File: config.mk
export PLATFORM = sky130hd
export DESIGN_NAME = div_unit
export DESIGN_NICKNAME = d
export VERILOG_FILES = /design/src/rtl/div_unit.sv
export SDC_FILE = /design/constraint.sdc
export NUM_CORES = 1
export LEC_CHECK = 0
export BUFFER_PORTS_ARGS = -buffer_cell sky130_fd_sc_hd__clkbuf_2
export CORE_UTILIZATION = 41
export DETAILED_ROUTE_END_ITERATION = 16
export GPL_TIMING_DRIVEN = 0
export PLACE_DENSITY = 0.7
export SLEW_MARGIN = 20
export SYNTH_ARGS = -nofsm -noshare
export SYNTH_HDL_FRONTEND = slang
export SYNTH_SLANG_ARGS = --single-unit
export TNS_END_PERCENT = 5
File: constraint.sdc
create_clock -name clock -period 4.35 [get_ports clock]
set_clock_uncertainty 0.1 [all_clocks]
set_input_delay 0.435 -clock clock [delete_from_list [all_inputs] [get_ports clock]]
set_output_delay 0.435 -clock clock [all_outputs]
set_load 0.02 [all_outputs]
File: src/rtl/div_unit.sv
// Signed restoring divider for the MIPS HI/LO path.
// One quotient bit per cycle; sign fix-up applied in a final cycle.
`timescale 1ns/1ps
module div_unit #(
  parameter int WIDTH = 32
) (
  input  logic             clock,
  input  logic             reset,
  input  logic             divControl,
  input  logic [WIDTH-1:0] a,
  input  logic [WIDTH-1:0] b,
  output logic [WIDTH-1:0] hi,
  output logic [WIDTH-1:0] lo,
  output logic             busy,
  output logic             done,
  output logic             divZero
);

  typedef enum logic [2:0] {
    S_IDLE,
    S_CALC,
    S_FIX,
    S_DONE,
    S_ZERO
  } state_t;

  state_t           r_state;
  logic             r_sa;
  logic             r_sb;
  logic [WIDTH-1:0] r_q;
  logic [WIDTH-1:0] r_b;
  logic [WIDTH-1:0] r_r;
  logic [5:0]       r_cnt;
  logic [WIDTH-1:0] r_hi;
  logic [WIDTH-1:0] r_lo;
  logic             r_busy;
  logic             r_done;
  logic             r_zero;

  logic [WIDTH-1:0] w_abs_a;
  logic [WIDTH-1:0] w_abs_b;
  logic [WIDTH:0]   w_shift;
  logic             w_ge;
  logic [WIDTH-1:0] w_sub;
  logic             w_last;

  assign w_abs_a = a[WIDTH-1] ? -a : a;
  assign w_abs_b = b[WIDTH-1] ? -b : b;
  assign w_shift = {r_r, r_q[WIDTH-1]};
  assign w_ge    = w_shift >= {1'b0, r_b};
  // Remainder after subtract is below |b|, so it fits in WIDTH bits.
  assign w_sub   = w_shift[WIDTH-1:0] - r_b;
  assign w_last  = r_cnt == 6'(WIDTH - 1);

  always_ff @(posedge clock) begin
    if (reset) begin
      r_state <= S_IDLE;
      r_sa    <= 1'b0;
      r_sb    <= 1'b0;
      r_q     <= '0;
      r_b     <= '0;
      r_r     <= '0;
      r_cnt   <= '0;
      r_hi    <= '0;
      r_lo    <= '0;
      r_busy  <= 1'b0;
      r_done  <= 1'b0;
      r_zero  <= 1'b0;
    end else begin
      r_done <= 1'b0;
      r_zero <= 1'b0;
      unique case (r_state)
        S_IDLE, S_DONE: begin
          r_state <= S_IDLE;
          if (divControl) begin
            if (b == '0) begin
              r_state <= S_ZERO;
              r_zero  <= 1'b1;
            end else begin
              r_state <= S_CALC;
              r_busy  <= 1'b1;
              r_sa    <= a[WIDTH-1];
              r_sb    <= b[WIDTH-1];
              r_q     <= w_abs_a;
              r_b     <= w_abs_b;
              r_r     <= '0;
              r_cnt   <= '0;
            end
          end
        end
        S_CALC: begin
          r_q   <= {r_q[WIDTH-2:0], w_ge};
          r_r   <= w_ge ? w_sub : w_shift[WIDTH-1:0];
          r_cnt <= r_cnt + 6'd1;
          if (w_last) r_state <= S_FIX;
        end
        S_FIX: begin
          r_lo    <= (r_sa ^ r_sb) ? -r_q : r_q;
          r_hi    <= r_sa ? -r_r : r_r;
          r_busy  <= 1'b0;
          r_done  <= 1'b1;
          r_state <= S_DONE;
        end
        S_ZERO: begin
          r_state <= S_IDLE;
        end
        default: begin
          r_state <= S_IDLE;
        end
      endcase
    end
  end

  assign hi      = r_hi;
  assign lo      = r_lo;
  assign busy    = r_busy;
  assign done    = r_done;
  assign divZero = r_zero;

endmodule

After elaboration in Yosys (flattened, before gate mapping)
Cells that the tools add are included.
- $add $sub $neg: 6
- magnitude comparators: 1
- equal/unequal tests: 7
- mux-type cells: 23
- bitwise operators: 4
- reduce and logical (&&, ||, !) cells: 9
- operators with widths (operator ; count):
    $mux 32 ; 9
    $neg 32->32 ; 4
    $pmux 32 s2 ; 2
    $ge 33x32->1 ; 1
    $logic_not 32->1 ; 1
    $sub 32x32->32 ; 1
    $mux 6 ; 2
    $pmux 6 s2 ; 1
    $mux 3 ; 3
    $pmux 3 s3 ; 1
    $reduce_and 3->1 ; 3
    $add 6x1->6 const B ; 1
    $eq 3x2->1 const B ; 2
    $eq 6x5->1 const B ; 1
    $ne 2x2->1 const B ; 3
    $mux 1 ; 4
    $reduce_bool 2->1 ; 2
    $eq 3x1->1 const B ; 1
    $logic_not 3->1 ; 1
    $not 1->1 ; 3
    $reduce_or 3->1 ; 1
    $pmux 1 s2 ; 1
    $reduce_or 2->1 ; 1
    $xor 1x1->1 ; 1
- register bits after elaboration: 174
- input port bits: 67
- output and inout port bits: 67
- logic and storage cells: 62

Longest topological paths before layout
- word-level depth: 5
- depth in mapped cells: 13
- mapped depth without buffers: 13

Least setup slack after synthesis
No wires, ideal clock.
- path type: reg2reg
- from: register r_q[31]
- to: register r_r[30]
- library setup time: 116 ps
- arrival time: 2807 ps
- required time: 4134 ps
- setup slack: 1327 ps
- stages on the path, launching flop included: 14
- buffers on the path: 0
- clock period less this slack: 3023 ps
- cell sequence: dfxtp_1 -> inv_1 -> ha_1 -> inv_1 -> fa_1 -> a211oi_1 -> o211ai_1 -> a31oi_1 -> o211ai_1 -> a31o_2 -> a221oi_1 -> o21ai_0 -> xor2_1 -> a31o_2
- longest elaborated chain between the ends: 3
- elaborated cells between the ends (all ways): 4
- those cells by class: 1 x add/sub; 1 x order compare; 2 x mux
- RTL lines (item ; line ; RTL):
    start: declaration ; 30 ; logic [WIDTH-1:0] r_q;
    start signal: assignment ; 84 ; r_q <= w_abs_a;
    start signal: assignment ; 92 ; r_q <= {r_q[WIDTH-2:0], w_ge};
    $sub 32x32->32 / $ge 33x32->1 (equally long branches) ; 52, 50 ;
    $mux 32 * ; 93 ; r_r <= w_ge ? w_sub : w_shift[WIDTH-1:0];
    $pmux 32 s2 * ; 72 ; unique case (r_state)
    end signal: assignment ; 93 ;
    end: declaration ; 32 ; logic [WIDTH-1:0] r_r;
Mark *: on every way between the ends. The rest lies on a longest branch, timed or not.
A chain may end at the register's enable or synchronous reset.

Worst setup path in the final report
- from: register r_r[3]
- to: register r_r[14]
- longest elaborated chain between the ends: 3
- elaborated cells between the ends (all ways): 4
- those cells by class: 1 x add/sub; 1 x order compare; 2 x mux
- RTL lines (item ; line):
    $sub 32x32->32 / $ge 33x32->1 (equally long branches) ; 52, 50
    $mux 32 * ; 93
    $pmux 32 s2 * ; 72
Marks and branches as above.

==> metrics.md <==
| Metric | Value |
|---|---|
| Number of placed I/O pins | 134 |
| Cell with the largest stage delay on the worst path | o31ai_1 |
| Number of synthesized flops with an enable pin | 0 |
| Total Neg Setup Slack | 0 ns |
| Final global-route overflow total | 0 |
| Share of the core filled with cells | 0.489 |
| Iter 0 DRT Violations | between 800 and 900 |
| Die W | 164 µm |
| FFs w/ async S/R, synth | 0 |
| Outcome | finished, final reports clean |
| Cells after synthesis | 1378 |
| Fin nets | 1634 |
| Setup repair after global routing missed its margin | no |
| Seq pwr share | 0.248 |
| Area added between synthesis and finish | 15.9% |
| Largest net degree at the start of global routing | 17 |
| Number of buffers between clock root and the deepest sink | 2 |
| Hold_sp | b[0] |
| Register-to-register setup slack | 0.57 ns |
| Detailed-router iteration count before antenna repair | 5 |
| Overall Global Routing Usage | 0.243 |
| Crit path max-delay family | compound AO/OA/AOI/OAI gates |
| Antenna viol nets, final | 0 |
| Number of clock sinks seen by CTS | 174 |
| Proportion of power drawn by the clock network | 0.161 |
| Vias | 10600 |
| Core Box Area | roughly 25000 µm² |
| Internal Dissipation | 5.21 mW |
| Type of origin of the critical path | flop |
| Endpoint with the worst hold slack | r_b[0] |
| Syn_area_per_cell | about 7.8 µm² |
| Top cells by instance count after synthesis | nand2_1, dfxtp_1, nor2_1 |
| Reg2reg start | r_r[3] |
| Mapped Nets | between 1000 and 1500 |
| Initial standard-cell utilization of the core | 0.422 |
| Share of final-layout standard cells stronger than drive strength 1 | 0.125 |
| Total of hold buffers inserted after clock tree synthesis | 0 |
| Reg2Reg Capture Point | r_r[14] |
| Ordered list of cells on the worst path | ha_1 > nand3_1 > o21ai_1 > a21oi_1 > o21ai_1 > a31oi_1 > o31ai_1 > buf_2 > buf_2 > o21ai_0 > a32o_1 |
| Flip-flop and latch count after synthesis | 174 |
| Final hold violation count | 0 |
| Total Power Consumption | 10.2 mW |
| Area fraction of the dominant cell type after synthesis | 0.324 |
| Most used standard cell by instance count after synthesis | nand2_1 |
| Setup CP Type | reg2reg |
| Detail-routed net length per standard cell | 17.5 µm |
| Slowest cell delay on critical path | 0.52 ns |
| Final setup violation count | 0 |
| Highest net fanout along the worst path | 10 |
| Type of the most critical hold path | in2reg |
| Post-detailed-placement half-perimeter wirelength | 25800 µm |
| Routability congestion estimate | between 0.9 and 1 |
| Period utilisation layout | 0.870 |
| Sort of element at the end of the critical path | flop |
| Initial antenna violation count | 0 |
| Wire length of the first global-routing pass | 51000 µm |
| Clock tree from TritonCTS | yes |
| Post-route minimum period | about 3.8 ns |
| Die Y-Extent | 164 µm |
| Relative slew margins | 0.400 |
| Number of design rule violations left after detail routing | 0 |
| Antenna diode instance count | 0 |
| Slew @ Worst Pin | 0.877 ns |
| Number of fill cells in the layout | 2508 |
| Clock latency of the later-clocked register in the worst-skew pair | 0.44 ns |
| Number of pins exceeding their max-slew limit in the final report | 0 |
| Share of total power consumed by net switching | 0.491 |
| Highest attainable clock frequency | between 200 and 300 MHz |
| Placement row count | 58 |
| Clock slew seen by the registers of the worst setup and hold paths | 0.06 ns |
| Count of instances resized after the clock tree is built | 0 |
| Biggest area consumer among synthesized cells | dfxtp_1 |
| WHS Path Cells | 3 |
| # Max-Cap Violations | 0 |
| Total of buffers placed on input and output ports | 132 |
| Leakage | 4.85 nW |
| Clk Tree Root Cell | clkbuf_16 |
| Number of levels the H-tree was split into | 4 |
| Net switching component of the power | 5.02 mW |
| Pwr per Cell Area | around 820 nW/µm² |
| Number of distinct standard cells referenced by the synthesized netlist | 61 |
| Post-detailed-routing wire length | 32800 µm |
| Sequential fraction of the synthesis area | 0.324 |
| Data required time of the critical path | 4.58 ns |
| Worst voltage drop across the vdd grid | between 400 and 500 µV |
| Crit path arrival time | 4.01 ns |
| Total CTS buffers | 17 |
| Dominant cells by area after synthesis | dfxtp_1, nand2_1, xor2_1 |
| Setup repair bufs after CTS | 0 |
| Synthesis warning total | 0 |
| Dominant synthesized flop cell | dfxtp_1 |
| Total buffers and inverters traversed by the critical path | 2 |
| Worst Reg2Reg Path Length in Cells | 11 |
| Comb power frac | 0.591 |
| Via/cell ratio | 5.66 |
| Number of global-route vias before repair | 9798 |
| Post-synthesis instance area | 10800 µm² |
| Die outline area | 26900 µm² |
## kinds of logic (layout without fill, tap and decap cells)
logic type	count (synthesis)	count (layout)	share of synthesized area
adder cells (fa/ha/maj)	38	38	0.0449
buffers and inverters	137	301	0.0491
multiplexers	3	3	0.00279
flip-flops	174	174	0.324
AO/OA/AOI/OAI	441	441	0.273
XOR/XNOR	142	142	0.116
AND/OR/NAND/NOR	443	443	0.191
## area by class of cell
class / instances / area (µm²) / share of cell area
buffer: 87 / 340 / 0.0273
clock buffer: 20 / 457 / 0.0366
clock inverter: 12 / 178 / 0.0142
inverter: 50 / 188 / 0.0151
multi-input combinational: 1067 / 6750 / 0.541
sequential: 174 / 3480 / 0.279
tap: 330 / 413 / 0.0331
timing repair buffer: 132 / 661 / 0.0530
## cells in the final DEF, fill, tap and decap left out, types with 12 or more instances in the layout
master	count
and3_1	13
a21oi_1	109
clkbuf_2	132
o21ai_0	80
o41ai_1	16
xnor2_1	70
ha_1	37
inv_1	50
nor4_1	12
xor2_1	72
dfxtp_1	174
o211ai_1	35
clkbuf_16	17
nor2_1	117
nor3_1	16
a22oi_1	29
o31ai_1	29
nand2_1	179
or3_1	15
a211oi_1	75
clkbuf_1	74
a21o_1	13
nand3_1	25
## through the flow
step / instances / hold slack (ns) / cell area, µm² / setup slack (ns)
2_1_floorplan: 1378 / 0.332 / 10800 / 1.33
3_3_place_gp: 1840 / 0.340 / 11800 / 0.652
3_5_place_dp: 1840 / 0.346 / 11800 / 0.655
4_1_cts: 1872 / 0.177 / 12500 / 0.629
5_1_grt: 1872 / 0.202 / 12500 / 0.311
6_report: 1872 / 0.183 / 12500 / 0.567
## flip-flops by register name (all words and copies together), names as in the netlist, 3 cells and up
| signal | cells |
|---|---|
| r_q | 32 |
| r_r | 32 |
| lo | 32 |
| hi | 32 |
| r_b | 32 |
| r_state | 3 |
| r_cnt | 6 |
## worst min-delay path, cell delays in order
cell	delay (ns)
clkbuf_2	0.12
nand2_1	0.07
a21oi_1	0.05
## how the worst max path moves through the flow
| stage | from | endpoint | slack, ns | cells after the start |
|---|---|---|---|---|
| global route | r_r[3] | r_r[13] | 0.31 | 11 |
| detailed placement | r_r[3] | r_r[14] | 0.66 | 11 |
| floorplan | r_q[31] | r_r[30] | 1.33 | 13 |
| global placement | r_r[1] | r_r[22] | 0.65 | 11 |
| finish | r_r[3] | r_r[14] | 0.57 | 11 |
| CTS | r_r[3] | r_r[14] | 0.63 | 11 |
## layer usage
layer  GRT usage  wire length [µm]  vias up
met2       0.369             14200      373
met5           0                 0        -
met3      0.0457              2550       45
met1       0.344             15300     4904
met4      0.0808               731        0
li1            -                 -     5280
## power groups by stage
stage	Sequential [mW]	Clock [mW]	Combinational, mW
final	2.54	1.65	6.04
after global routing	2.59	1.73	6.64
after CTS	2.52	1.66	5.96
after detailed placement	2.55	0	5.91
after global placement	2.53	0	5.85
after floorplan	2.53	0	4.33
No activity file was read; power rests on OpenSTA's default activity.
